### src/rtl/alu_issue_ctrl.sv
// Two-stage valid/ready issue unit: decodes RV32I OP/OP-IMM/BRANCH into ALU opcodes,
// drives the ALU from the issue stage and captures its result into the output stage.
module alu_issue_ctrl #(
  parameter int TAG_W        = 5,
  parameter bit DROP_ILLEGAL = 1'b0
) (
  input  logic             CLK_i,
  input  logic             RST_i,
  input  logic             IN_VALID_i,
  output logic             IN_READY_o,
  input  logic [31:0]      IN_INSTR_i,
  input  logic [31:0]      IN_RS1_i,
  input  logic [31:0]      IN_RS2_i,
  input  logic [TAG_W-1:0] IN_TAG_i,
  output logic [3:0]       ALU_OP_o,
  output logic [31:0]      ALU_RS1_o,
  output logic [31:0]      ALU_RS2_o,
  input  logic [31:0]      ALU_RD_i,
  input  logic             ALU_ZR_i,
  output logic             OUT_VALID_o,
  input  logic             OUT_READY_i,
  output logic [31:0]      OUT_RESULT_o,
  output logic             OUT_BRANCH_o,
  output logic             OUT_TAKEN_o,
  output logic             OUT_ILLEGAL_o,
  output logic [TAG_W-1:0] OUT_TAG_o
);

  localparam logic [3:0] OP_AND  = 4'b0000, OP_OR  = 4'b0001, OP_ADD = 4'b0010,
                         OP_SUB  = 4'b1010, OP_EQ  = 4'b0011, OP_SLL = 4'b0100,
                         OP_SRL  = 4'b0101, OP_SRA = 4'b0111, OP_XOR = 4'b1000,
                         OP_GE   = 4'b1100, OP_GEU = 4'b1101, OP_SLT = 4'b1110,
                         OP_SLTU = 4'b1111;

  localparam logic [6:0] OPC_OP = 7'b0110011, OPC_IMM = 7'b0010011, OPC_BR = 7'b1100011;

  logic [6:0]  w_opc, w_f7;
  logic [2:0]  w_f3;
  logic [31:0] w_imm, w_shamt;
  logic        w_alt;
  logic [3:0]  w_op;
  logic [31:0] w_a, w_b;
  logic        w_br, w_inv, w_ill;
  logic        w_unused;

  assign w_opc    = IN_INSTR_i[6:0];
  assign w_f3     = IN_INSTR_i[14:12];
  assign w_f7     = IN_INSTR_i[31:25];
  assign w_imm    = {{20{IN_INSTR_i[31]}}, IN_INSTR_i[31:20]};
  assign w_shamt  = {27'b0, IN_INSTR_i[24:20]};
  assign w_alt    = (w_f7 == 7'b0100000);
  assign w_unused = &{1'b0, IN_INSTR_i[11:7]};

  always_comb begin
    w_op  = OP_AND;
    w_a   = IN_RS1_i;
    w_b   = IN_RS2_i;
    w_br  = 1'b0;
    w_inv = 1'b0;
    w_ill = 1'b0;
    case (w_opc)
      OPC_OP: begin
        if (!((w_f7 == 7'b0) || (w_alt && (w_f3 == 3'b000 || w_f3 == 3'b101))))
          w_ill = 1'b1;
        case (w_f3)
          3'b000:  w_op = w_alt ? OP_SUB : OP_ADD;
          3'b001:  w_op = OP_SLL;
          3'b010:  w_op = OP_SLT;
          3'b011:  w_op = OP_SLTU;
          3'b100:  w_op = OP_XOR;
          3'b101:  w_op = w_alt ? OP_SRA : OP_SRL;
          3'b110:  w_op = OP_OR;
          default: w_op = OP_AND;
        endcase
      end
      OPC_IMM: begin
        w_b = w_imm;
        case (w_f3)
          3'b000:  w_op = OP_ADD;
          3'b001: begin
            w_op  = OP_SLL;
            w_b   = w_shamt;
            w_ill = (w_f7 != 7'b0);
          end
          3'b010:  w_op = OP_SLT;
          3'b011:  w_op = OP_SLTU;
          3'b100:  w_op = OP_XOR;
          3'b101: begin
            w_op  = IN_INSTR_i[30] ? OP_SRA : OP_SRL;
            w_b   = w_shamt;
            w_ill = !((w_f7 == 7'b0) || w_alt);
          end
          3'b110:  w_op = OP_OR;
          default: w_op = OP_AND;
        endcase
      end
      OPC_BR: begin
        w_br = 1'b1;
        case (w_f3)
          3'b000:  w_op = OP_EQ;
          3'b001: begin
            w_op  = OP_EQ;
            w_inv = 1'b1;
          end
          3'b100:  w_op = OP_SLT;
          3'b101:  w_op = OP_GE;
          3'b110:  w_op = OP_SLTU;
          3'b111:  w_op = OP_GEU;
          default: w_ill = 1'b1;
        endcase
      end
      default: w_ill = 1'b1;
    endcase
    // illegal entries run a harmless AND 0,0 so the ALU yields 0
    if (w_ill) begin
      w_op  = OP_AND;
      w_a   = '0;
      w_b   = '0;
      w_br  = 1'b0;
      w_inv = 1'b0;
    end
  end

  logic             r_a_vld, r_a_br, r_a_inv, r_a_ill;
  logic [3:0]       r_a_op;
  logic [31:0]      r_a_rs1, r_a_rs2;
  logic [TAG_W-1:0] r_a_tag;

  logic             r_o_vld, r_o_br, r_o_tk, r_o_ill;
  logic [31:0]      r_o_res;
  logic [TAG_W-1:0] r_o_tag;

  logic w_b_can, w_a_drop, w_b_load, w_a_free, w_in_fire;

  assign w_b_can   = !r_o_vld || OUT_READY_i;
  assign w_a_drop  = DROP_ILLEGAL && r_a_ill;
  assign w_b_load  = r_a_vld && w_b_can && !w_a_drop;
  assign w_a_free  = !r_a_vld || w_b_can || w_a_drop;
  assign w_in_fire = IN_VALID_i && w_a_free;

  always_ff @(posedge CLK_i or posedge RST_i) begin
    if (RST_i) begin
      r_a_vld <= 1'b0;
      r_a_op  <= '0;
      r_a_rs1 <= '0;
      r_a_rs2 <= '0;
      r_a_br  <= 1'b0;
      r_a_inv <= 1'b0;
      r_a_ill <= 1'b0;
      r_a_tag <= '0;
    end else if (w_in_fire) begin
      r_a_vld <= 1'b1;
      r_a_op  <= w_op;
      r_a_rs1 <= w_a;
      r_a_rs2 <= w_b;
      r_a_br  <= w_br;
      r_a_inv <= w_inv;
      r_a_ill <= w_ill;
      r_a_tag <= IN_TAG_i;
    end else if (w_a_free) begin
      r_a_vld <= 1'b0;
    end
  end

  always_ff @(posedge CLK_i or posedge RST_i) begin
    if (RST_i) begin
      r_o_vld <= 1'b0;
      r_o_res <= '0;
      r_o_br  <= 1'b0;
      r_o_tk  <= 1'b0;
      r_o_ill <= 1'b0;
      r_o_tag <= '0;
    end else if (w_b_load) begin
      r_o_vld <= 1'b1;
      r_o_res <= ALU_RD_i;
      r_o_br  <= r_a_br;
      r_o_tk  <= r_a_br && (r_a_inv ? ALU_ZR_i : !ALU_ZR_i);
      r_o_ill <= r_a_ill;
      r_o_tag <= r_a_tag;
    end else if (OUT_READY_i) begin
      r_o_vld <= 1'b0;
    end
  end

  assign IN_READY_o    = w_a_free;
  assign ALU_OP_o      = r_a_op;
  assign ALU_RS1_o     = r_a_rs1;
  assign ALU_RS2_o     = r_a_rs2;
  assign OUT_VALID_o   = r_o_vld;
  assign OUT_RESULT_o  = r_o_res;
  assign OUT_BRANCH_o  = r_o_br;
  assign OUT_TAKEN_o   = r_o_tk;
  assign OUT_ILLEGAL_o = r_o_ill;
  assign OUT_TAG_o     = r_o_tag;

endmodule

### config.mk
export PLATFORM = sky130hd
export DESIGN_NAME = alu_issue_ctrl
export DESIGN_NICKNAME = d
export VERILOG_FILES = /design/src/rtl/alu_issue_ctrl.sv
export SDC_FILE = /design/constraint.sdc
export NUM_CORES = 1
export LEC_CHECK = 0
export BUFFER_PORTS_ARGS = -buffer_cell sky130_fd_sc_hd__buf_2
export CAP_MARGIN = 0
export CORE_MARGIN = 5
export CORE_UTILIZATION = 33
export DETAILED_ROUTE_END_ITERATION = 6
export PLACE_DENSITY = 0.65
export SLEW_MARGIN = 20
export SYNTH_ARGS = -nofsm -noshare
export SYNTH_HDL_FRONTEND = slang
export SYNTH_SLANG_ARGS = --single-unit
### constraint.sdc
create_clock -name CLK_i -period 10.3 [get_ports CLK_i]
set_input_delay 1.03 -clock CLK_i [delete_from_list [all_inputs] [get_ports CLK_i]]
set_output_delay 1.03 -clock CLK_i [all_outputs]
set_load 0.1 [all_outputs]
==> results.txt, run 1 <==
----------------------------------------------------
[Outcome]
  Result of the run ... complete, no violations

[Clock network]
  Number of clock sinks ... 118
  Root buffer cell ... sky130_fd_sc_hd__clkbuf_16
  Post-CTS setup buffer count ... 0
  Clk slew on worst S/H paths ... 0.06 ns
  TritonCTS clock tree ... yes
  CTS H-tree lvls ... 4
  PostCTS Resize Cnt ... 0
  Max Root-Sink Buffers ... 2
  # hold bufs at CTS ... 0
  Clock buffer count from CTS ... 17
  Clock Latency Late Sink ... 0.41 ns

[Place]
  Placed cell area ... a little over 0.006 mm2
  Number of I/O port buffers ... roughly 240
  Sum of net half-perimeters after detailed placement ... 10.0 mm
  Weighted congestion at the end of routability-driven global placement ... 0.823
  Cell count after placement ... 791
  Setup slack at placement ... ~7.0 ns

[Power]
  Worst IR Drop VDD ... 0.0944 mV
  Internal Power ... 949 uW
  Share of power burned in combinational logic ... 0.242
  Clock power frac ... 0.410
  Switching power total ... 519 uW
  Fraction of power consumed by sequential logic ... 0.348
  PwrDens ... 216 mW/mm2
  Sw Ratio ... 0.353
  Leakage power total ... around 0.0035 uW

[Logic synthesis]
  Syn Inst Count ... 394
  Simple-Gate Fraction of Synth Area ... 0.0879
  Top area cells in the synthesized netlist ... sky130_fd_sc_hd__dfrtp_1 60%, sky130_fd_sc_hd__mux2_2 10%, sky130_fd_sc_hd__a22o_1 5.7%
  Xor/xnor share of the synthesized area ... 0.00359
  Number of nets in the synthesized netlist ... 532
  Dominant combinational cell family by area after synthesis ... compound AO/OA/AOI/OAI gates
  Number of warning messages in the yosys log ... 0
  Avg Inst Size Synth ... 12.4 um2
  Cell variety after synth ... 45
  Mapped cell area ... 0.00488 mm2
  Part of the Yosys area used for sequential elements ... 0.605
  Compound-gate portion of the synthesized area ... 0.161
  Adder-Cell Fraction of Synth Area ... 0
  Biggest area consumer among synthesized cells ... sky130_fd_sc_hd__dfrtp_1
  Multiplexer share of the synthesized area ... 0.112
  Area share of the largest cell type after synthesis ... 0.605
  Yosys reg bits ... approximately 120

[Timing]
  Least setup slack across all paths after layout ... about 7.4 ns
  Worst slack on hold paths ... 0.472 ns
  Max Freq ... 343 MHz
  Worst slew margin relative to its limit ... 0.378
  Finish-stage setup viols ... 0
  Total negative slack ... 0 ns
  Total count of max-transition violations in the final report ... 0
  Setup repair after global routing missed its margin ... no
  Number of hold-slack violations in the final timing report ... 0
  Final Skew ... 0.00652 ns
  Portion of the clock cycle consumed by the worst path in the final layout ... 0.283
  Min cycle time layout ... 2.92 ns
  Transition at the pin with the smallest max-transition slack ... between 0.9 and 1 ns

[Route]
  Count of routing violations after the opening detailed-route iteration ... 113
  # DRC ... 0
  Overall routed net length ... 13.5 mm
  DRT antenna net count ... 0
  Total via count after detailed routing ... 3,939
  Wire length per cell ... 16.4 um
  Via-to-Cell Ratio ... 4.79
  1st-pass router iterations ... 4

[Cells and area]
  Diode insertion count for antenna repair ... 0
  Final net count ... 764
  Commonest non-fill, non-tap cell in the layout ... sky130_fd_sc_hd__buf_2
  Post-route insts no fill ... between 800 and 900
  Layout Area Growth over Synthesis ... 39.2%
  Fillers ... 1,356
  Final Cell Area ... roughly 0.0068 mm2
  Register cell area after layout ... roughly 0.003 mm2
  Most frequent cells in the layout ... 237 x sky130_fd_sc_hd__buf_2, 118 x sky130_fd_sc_hd__dfrtp_1, 49 x sky130_fd_sc_hd__nand2_1
  Share of final-layout standard cells stronger than drive strength 1 ... 0.531
  Multi-input logic area ... 0.00179 mm2

[Setup path]
  Critical path class ... input pin to register
  CP startpoint kind ... input pin
  Number of buffers and inverters on the critical path ... 2
  Delay of the slowest cell on the worst path ... 0.73 ns
  Max FO, Critical Path ... 21
  Slowest-stage cell, CP ... sky130_fd_sc_hd__and3_1
  Cell family with the largest share of critical-path delay ... simple AND/OR/NAND/NOR gates
  Cells traversed along the worst timing path ... buf_2 -> nor4bb_2 -> buf_4 -> and2_1 -> and3_1 -> a21oi_1 -> o21ai_0
  Endpoint arrival time on the critical path ... between 3 and 4 ns
  Required time worst endpoint ... between 10 and 15 ns
  Kind of end point of the critical path ... register

[Die]
  Die area ... about 0.017 mm2
  Horizontal die dimension ... 132 um
  Number of placed I/O pins ... 248
  Initial core utilization ... 0.336
  Die height ... 132 um
  Number of placement rows ... 44
  Core Box Area ... 0.0145 mm2

[GRT]
  Pin count of the biggest net entering global routing ... 74
  Total routing resource utilization after global routing ... 0.157
  Final global-route overflow total ... 0
  First-pass GRT wire length ... about 22 mm
  Vias in the first global route ... 4,245
  Initial antenna violation count ... 0

[Min path]
  Hold Crit Class ... register to register

[Job]
  Max-cap viol count ... 0

----------------------------------------------------
-- worst min-delay path, cell delays in order (launching register included) --
cell and delay [ns]:
sky130_fd_sc_hd__dfrtp_1 0.33, sky130_fd_sc_hd__nand2_1 0.05, sky130_fd_sc_hd__o21ai_0 0.06
-- stage by stage --
step,power (uW),utilization
3_5_place_dp,877,0.426
5_1_grt,1520,0.468
6_report,1470,0.468
3_3_place_gp,871,0.426
4_1_cts,1490,0.468
2_1_floorplan,799,-
-- layout make-up --
| class | count | area share |
|---|---|---|
| Inverter | 2 | 0.00147 |
| Timing Repair Buffer | 240 | 0.178 |
| Sequential cell | 118 | 0.434 |
| Multi-Input combinational cell | 247 | 0.263 |
| Clock buffer | 17 | 0.0626 |
| Tap cell | 184 | 0.0339 |
| Clock inverter | 15 | 0.0265 |
-- logic make-up after synthesis --
logic type / Yosys count
flops: 118
compound gates: 113
simple gates: 83
mux: 49
buf+inv: 29
xor+xnor: 2
-- sequential cells by signal, summed over array words and instances (netlist names) --
| register | count |
|---|---|
| OUT_TAKEN_o | 1 |
| OUT_ILLEGAL_o | 1 |
| r_a_inv | 1 |
| ALU_OP_o | 4 |
| r_a_ill | 1 |
| ALU_RS1_o | 32 |
| OUT_RESULT_o | 32 |
| r_a_tag | 5 |
| r_a_vld | 1 |
| r_a_br | 1 |
| ALU_RS2_o | 32 |
| OUT_BRANCH_o | 1 |
| OUT_TAG_o | 5 |
| OUT_VALID_o | 1 |
-- cells in the mapped netlist (all sizes together) --
| master | count |
|---|---|
| a21oi | 30 |
| a22o | 32 |
| a22oi | 1 |
| a311oi | 2 |
| a31oi | 2 |
| a32o | 2 |
| a32oi | 1 |
| and2 | 1 |
| and3 | 8 |
| and3b | 1 |
| buf | 13 |
| clkbuf | 14 |
| dfrtp | 118 |
| inv | 2 |
| mux2 | 44 |
| mux2i | 5 |
| nand2 | 52 |
| nand2b | 7 |
| nand3 | 1 |
| nand3b | 1 |
| nor2 | 6 |
| nor2b | 1 |
| nor3 | 1 |
| nor3b | 1 |
| nor4 | 1 |
| nor4bb | 1 |
| o2111ai | 1 |
| o211ai | 1 |
| o21ai | 38 |
| o22ai | 1 |
| o31a | 1 |
| o41ai | 1 |
| or2 | 1 |
| xnor2 | 1 |
| xor2 | 1 |
-- metal layers --
layer / wire length (um) / vias to the layer above / track usage / share of wire
met2: 6790 / 146 / 0.264 / 0.50
li1: - / 1864 / - / -
met1: 5540 / 1916 / 0.187 / 0.41
met4: 147 / 0 / 0.0486 / 0.011
met3: 1030 / 13 / 0.0615 / 0.076
met5: 0 / - / 0 / 0
-- worst paths after layout --
path | start | end | slack (ns) | cells past startpoint
max | IN_INSTR_i[3] | ALU_RS2_o[23] | 7.38 | 7
min | ALU_OP_o[3] | ALU_OP_o[3] | 0.47 | 2
max reg2reg | OUT_VALID_o | ALU_OP_o[2] | 8.21 | 5
min reg2reg | ALU_OP_o[3] | ALU_OP_o[3] | 0.47 | 2
max in group asynchronous | RST_i | ALU_RS1_o[10] | 8.31 | 3
min in group asynchronous | RST_i | OUT_RESULT_o[2] | 0.69 | 2
-- power groups by stage --
stage               Clock [uW]  Combinational (uW)  Sequential, uW
finish                     602                 355             511
global route               637                 370             515
CTS                        618                 358             511
detailed placement           0                 358             520
global placement             0                 354             517
floorplan                    0                65.2             734
Power figures use the tool's default switching activity.
==> inputs of run 2 (changes only) <==
==> constraint.sdc (replaced) <==
create_clock -name CLK_i -period 2.9 [get_ports CLK_i]
set_input_delay 0.29 -clock CLK_i [delete_from_list [all_inputs] [get_ports CLK_i]]
set_output_delay 0.29 -clock CLK_i [all_outputs]
set_load 0.1 [all_outputs]
==> run 2 against run 1 <==
Compared with the run above:
- wire length is 0.16% higher
- final cell count is 0.73% higher
- die area stayed put
- sequential share of layout area is 0.57 points lower
- critical path type is now register to register
- largest cell class unchanged
- largest power group unchanged
- highest routed layer unchanged
==> results.txt, run 2 (synthesis results as in run 1) <==
----------------------------------------------------
[Setup path]
  Cell family with the largest share of critical-path delay ... simple AND/OR/NAND/NOR gates
  Required time worst endpoint ... 3.25 ns (-7.36 ns)
  Endpoint arrival time on the critical path ... 2.31 ns (-0.92 ns)
  Reg-to-reg endpoint ... ALU_RS1_o[3]
  CP startpoint kind ... register
  Number of buffers and inverters on the critical path ... 1 (-1)
  Critical path class ... register to register
  Worst reg2reg startpoint ... OUT_VALID_o
  Worst R2R Path Depth ... 6 (+1)
  Cells traversed along the worst timing path ... nand3b_1 -> and3_4 -> o211ai_4 -> nor2_4 -> buf_4 -> a22o_1
  Kind of end point of the critical path ... register
  Slowest-stage cell, CP ... sky130_fd_sc_hd__dfrtp_2
  Delay of the slowest cell on the worst path ... 0.40 ns (-0.33 ns)
  Worst setup slack for register-to-register paths ... 0.94 ns (-7.27 ns)
  Max FO, Critical Path ... 24 (+14%)

[Timing]
  Number of hold-slack violations in the final timing report ... 0 (unchanged)
  Portion of the clock cycle consumed by the worst path in the final layout ... 0.675
  Worst slack on hold paths ... 0.0888 ns (-0.383 ns)
  Min cycle time layout ... 1.96 ns
  Finish-stage setup viols ... 0 (unchanged)
  Transition at the pin with the smallest max-transition slack ... 0.808 ns (-0.122 ns)
  Total negative slack ... 0 ns (unchanged)
  Final Skew ... 0.00434 ns (-0.00219 ns)
  Worst slew margin relative to its limit ... 0.462 (+0.0833)
  Setup repair after global routing missed its margin ... no
  Max Freq ... 511 MHz
  Total count of max-transition violations in the final report ... 0 (unchanged)

[Clock network]
  CTS H-tree lvls ... 4 (unchanged)
  Max Root-Sink Buffers ... 2 (unchanged)
  Post-CTS setup buffer count ... 0 (unchanged)
  Number of clock sinks ... 118 (unchanged)
  TritonCTS clock tree ... yes
  Clk slew on worst S/H paths ... 0.06 ns (about the same)
  # hold bufs at CTS ... 0 (unchanged)
  Root buffer cell ... sky130_fd_sc_hd__clkbuf_16
  Clock buffer count from CTS ... 17 (unchanged)
  PostCTS Resize Cnt ... 0 (unchanged)
  Clock Latency Late Sink ... 0.41 ns (about the same)

[Route]
  Total via count after detailed routing ... 4,011 (+1.8%)
  1st-pass router iterations ... 4 (unchanged)
  Count of routing violations after the opening detailed-route iteration ... 143 (+27%)
  Wire length per cell ... 16.3 um (-0.57%)
  Overall routed net length ... 13.5 mm (+0.16%)
  # DRC ... 0 (unchanged)
  DRT antenna net count ... 0 (unchanged)
  Via-to-Cell Ratio ... 4.84 (+1.1%)

[Cells and area]
  Commonest non-fill, non-tap cell in the layout ... sky130_fd_sc_hd__buf_2
  Share of final-layout standard cells stronger than drive strength 1 ... 0.535 (+0.00437)
  Final net count ... 770 (+0.79%)
  Most frequent cells in the layout ... 237 x sky130_fd_sc_hd__buf_2, 117 x sky130_fd_sc_hd__dfrtp_1, 50 x sky130_fd_sc_hd__nand2_1
  Diode insertion count for antenna repair ... 0 (unchanged)
  Final Cell Area ... 0.00689 mm2 (+1.4%)
  Fillers ... 1,363 (+0.52%)
  Post-route insts no fill ... 829 (+0.73%)
  Layout Area Growth over Synthesis ... 41.1%

[GRT]
  Initial antenna violation count ... 0 (unchanged)
  Pin count of the biggest net entering global routing ... 64 (-14%)
  Vias in the first global route ... 4,242 (-0.071%)
  Final global-route overflow total ... 0 (unchanged)
  First-pass GRT wire length ... 22.1 mm (-0.22%)
  Total routing resource utilization after global routing ... 0.158 (+0.000520)

[Place]
  Cell count after placement ... 797 (+0.76%)
  Weighted congestion at the end of routability-driven global placement ... 0.741 (-9.9%)
  Placed cell area ... 0.00626 mm2 (+1.1%)
  Number of I/O port buffers ... 237 (unchanged)
  Sum of net half-perimeters after detailed placement ... 10.0 mm (+0.24%)

[Job]
  Max-cap viol count ... 0 (unchanged)

[Min path]
  Destination of the worst hold path ... ALU_RS1_o[9]
  Hold_sp ... IN_RS1_i[9]
  Min-Delay Path Depth ... 2 (unchanged)
  Hold Crit Class ... input pin to register

[Die]
  Number of placed I/O pins ... 248 (unchanged)
  Initial core utilization ... 0.336 (unchanged)
  Die height ... 132 um (unchanged)
  Horizontal die dimension ... 132 um (unchanged)
  Number of placement rows ... 44 (unchanged)
  Die area ... 0.0173 mm2 (unchanged)
  Core Box Area ... 0.0145 mm2 (unchanged)

[Power]
  Worst IR Drop VDD ... 0.349 mV (+270%)
  PwrDens ... 769 mW/mm2 (+260%)
  Overall power ... 5290 uW (+260%)
  Leakage power total ... 0.00356 uW (+1.4%)

[Outcome]
  Result of the run ... complete, no violations

----------------------------------------------------
==> run 2: cell count changes in the layout (fill, tap and decap cells not counted), sizes merged <==
cell,change
buf,+6
bufinv,+1
inv,-1
==> run 2: per-stage QoR <==
stage	util	worst slack [ns]
floorplan	-	0.0703
global placement	0.431	0.577
detailed placement	0.431	0.568
CTS	0.474	0.903
global route	0.474	0.785
finish	0.474	0.942
==> run 2: area by class of cell <==
class / instances / area, um2 / area share
repair buffers: 246 / 1280 / 0.186
clock inverters: 15 / 203 / 0.0294
multi-input cells: 247 / 1790 / 0.259
clock buffers: 17 / 425 / 0.0618
flip-flops and latches: 118 / 2950 / 0.429
inverters: 2 / 11.3 / 0.00163
well taps: 184 / 230 / 0.0334
==> run 2: where the power goes <==
group / total (uW) / leakage (uW) / internal (uW) / switching, uW
clock network: 2210 / 0.000304 / 1440 / 773
logic: 1270 / 0.00173 / 260 / 1010
registers: 1810 / 0.00153 / 1760 / 50.4
total: 5290 / 0.00356 / 3460 / 1830
==> run 2: worst max path at each step <==
stage | start | end | slack [ns] | cells past startpoint
global placement | IN_INSTR_i[3] | ALU_RS1_o[3] | 0.58 | 8
floorplan | OUT_VALID_o | ALU_OP_o[0] | 0.07 | 6
global route | OUT_VALID_o | ALU_RS1_o[10] | 0.78 | 6
finish | OUT_VALID_o | ALU_RS1_o[3] | 0.94 | 6
detailed placement | IN_INSTR_i[3] | ALU_RS1_o[3] | 0.57 | 8
CTS | OUT_VALID_o | ALU_RS1_o[3] | 0.90 | 6
==> run 2: per-layer routing <==
layer,vias up,global-route usage,share of wire,routed length [um]
li1,1893,-,-,-
met1,1926,0.195,0.43,5780
met2,168,0.249,0.47,6420
met3,24,0.0562,0.077,1050
met4,0,0.0697,0.021,282
met5,-,0,0,0
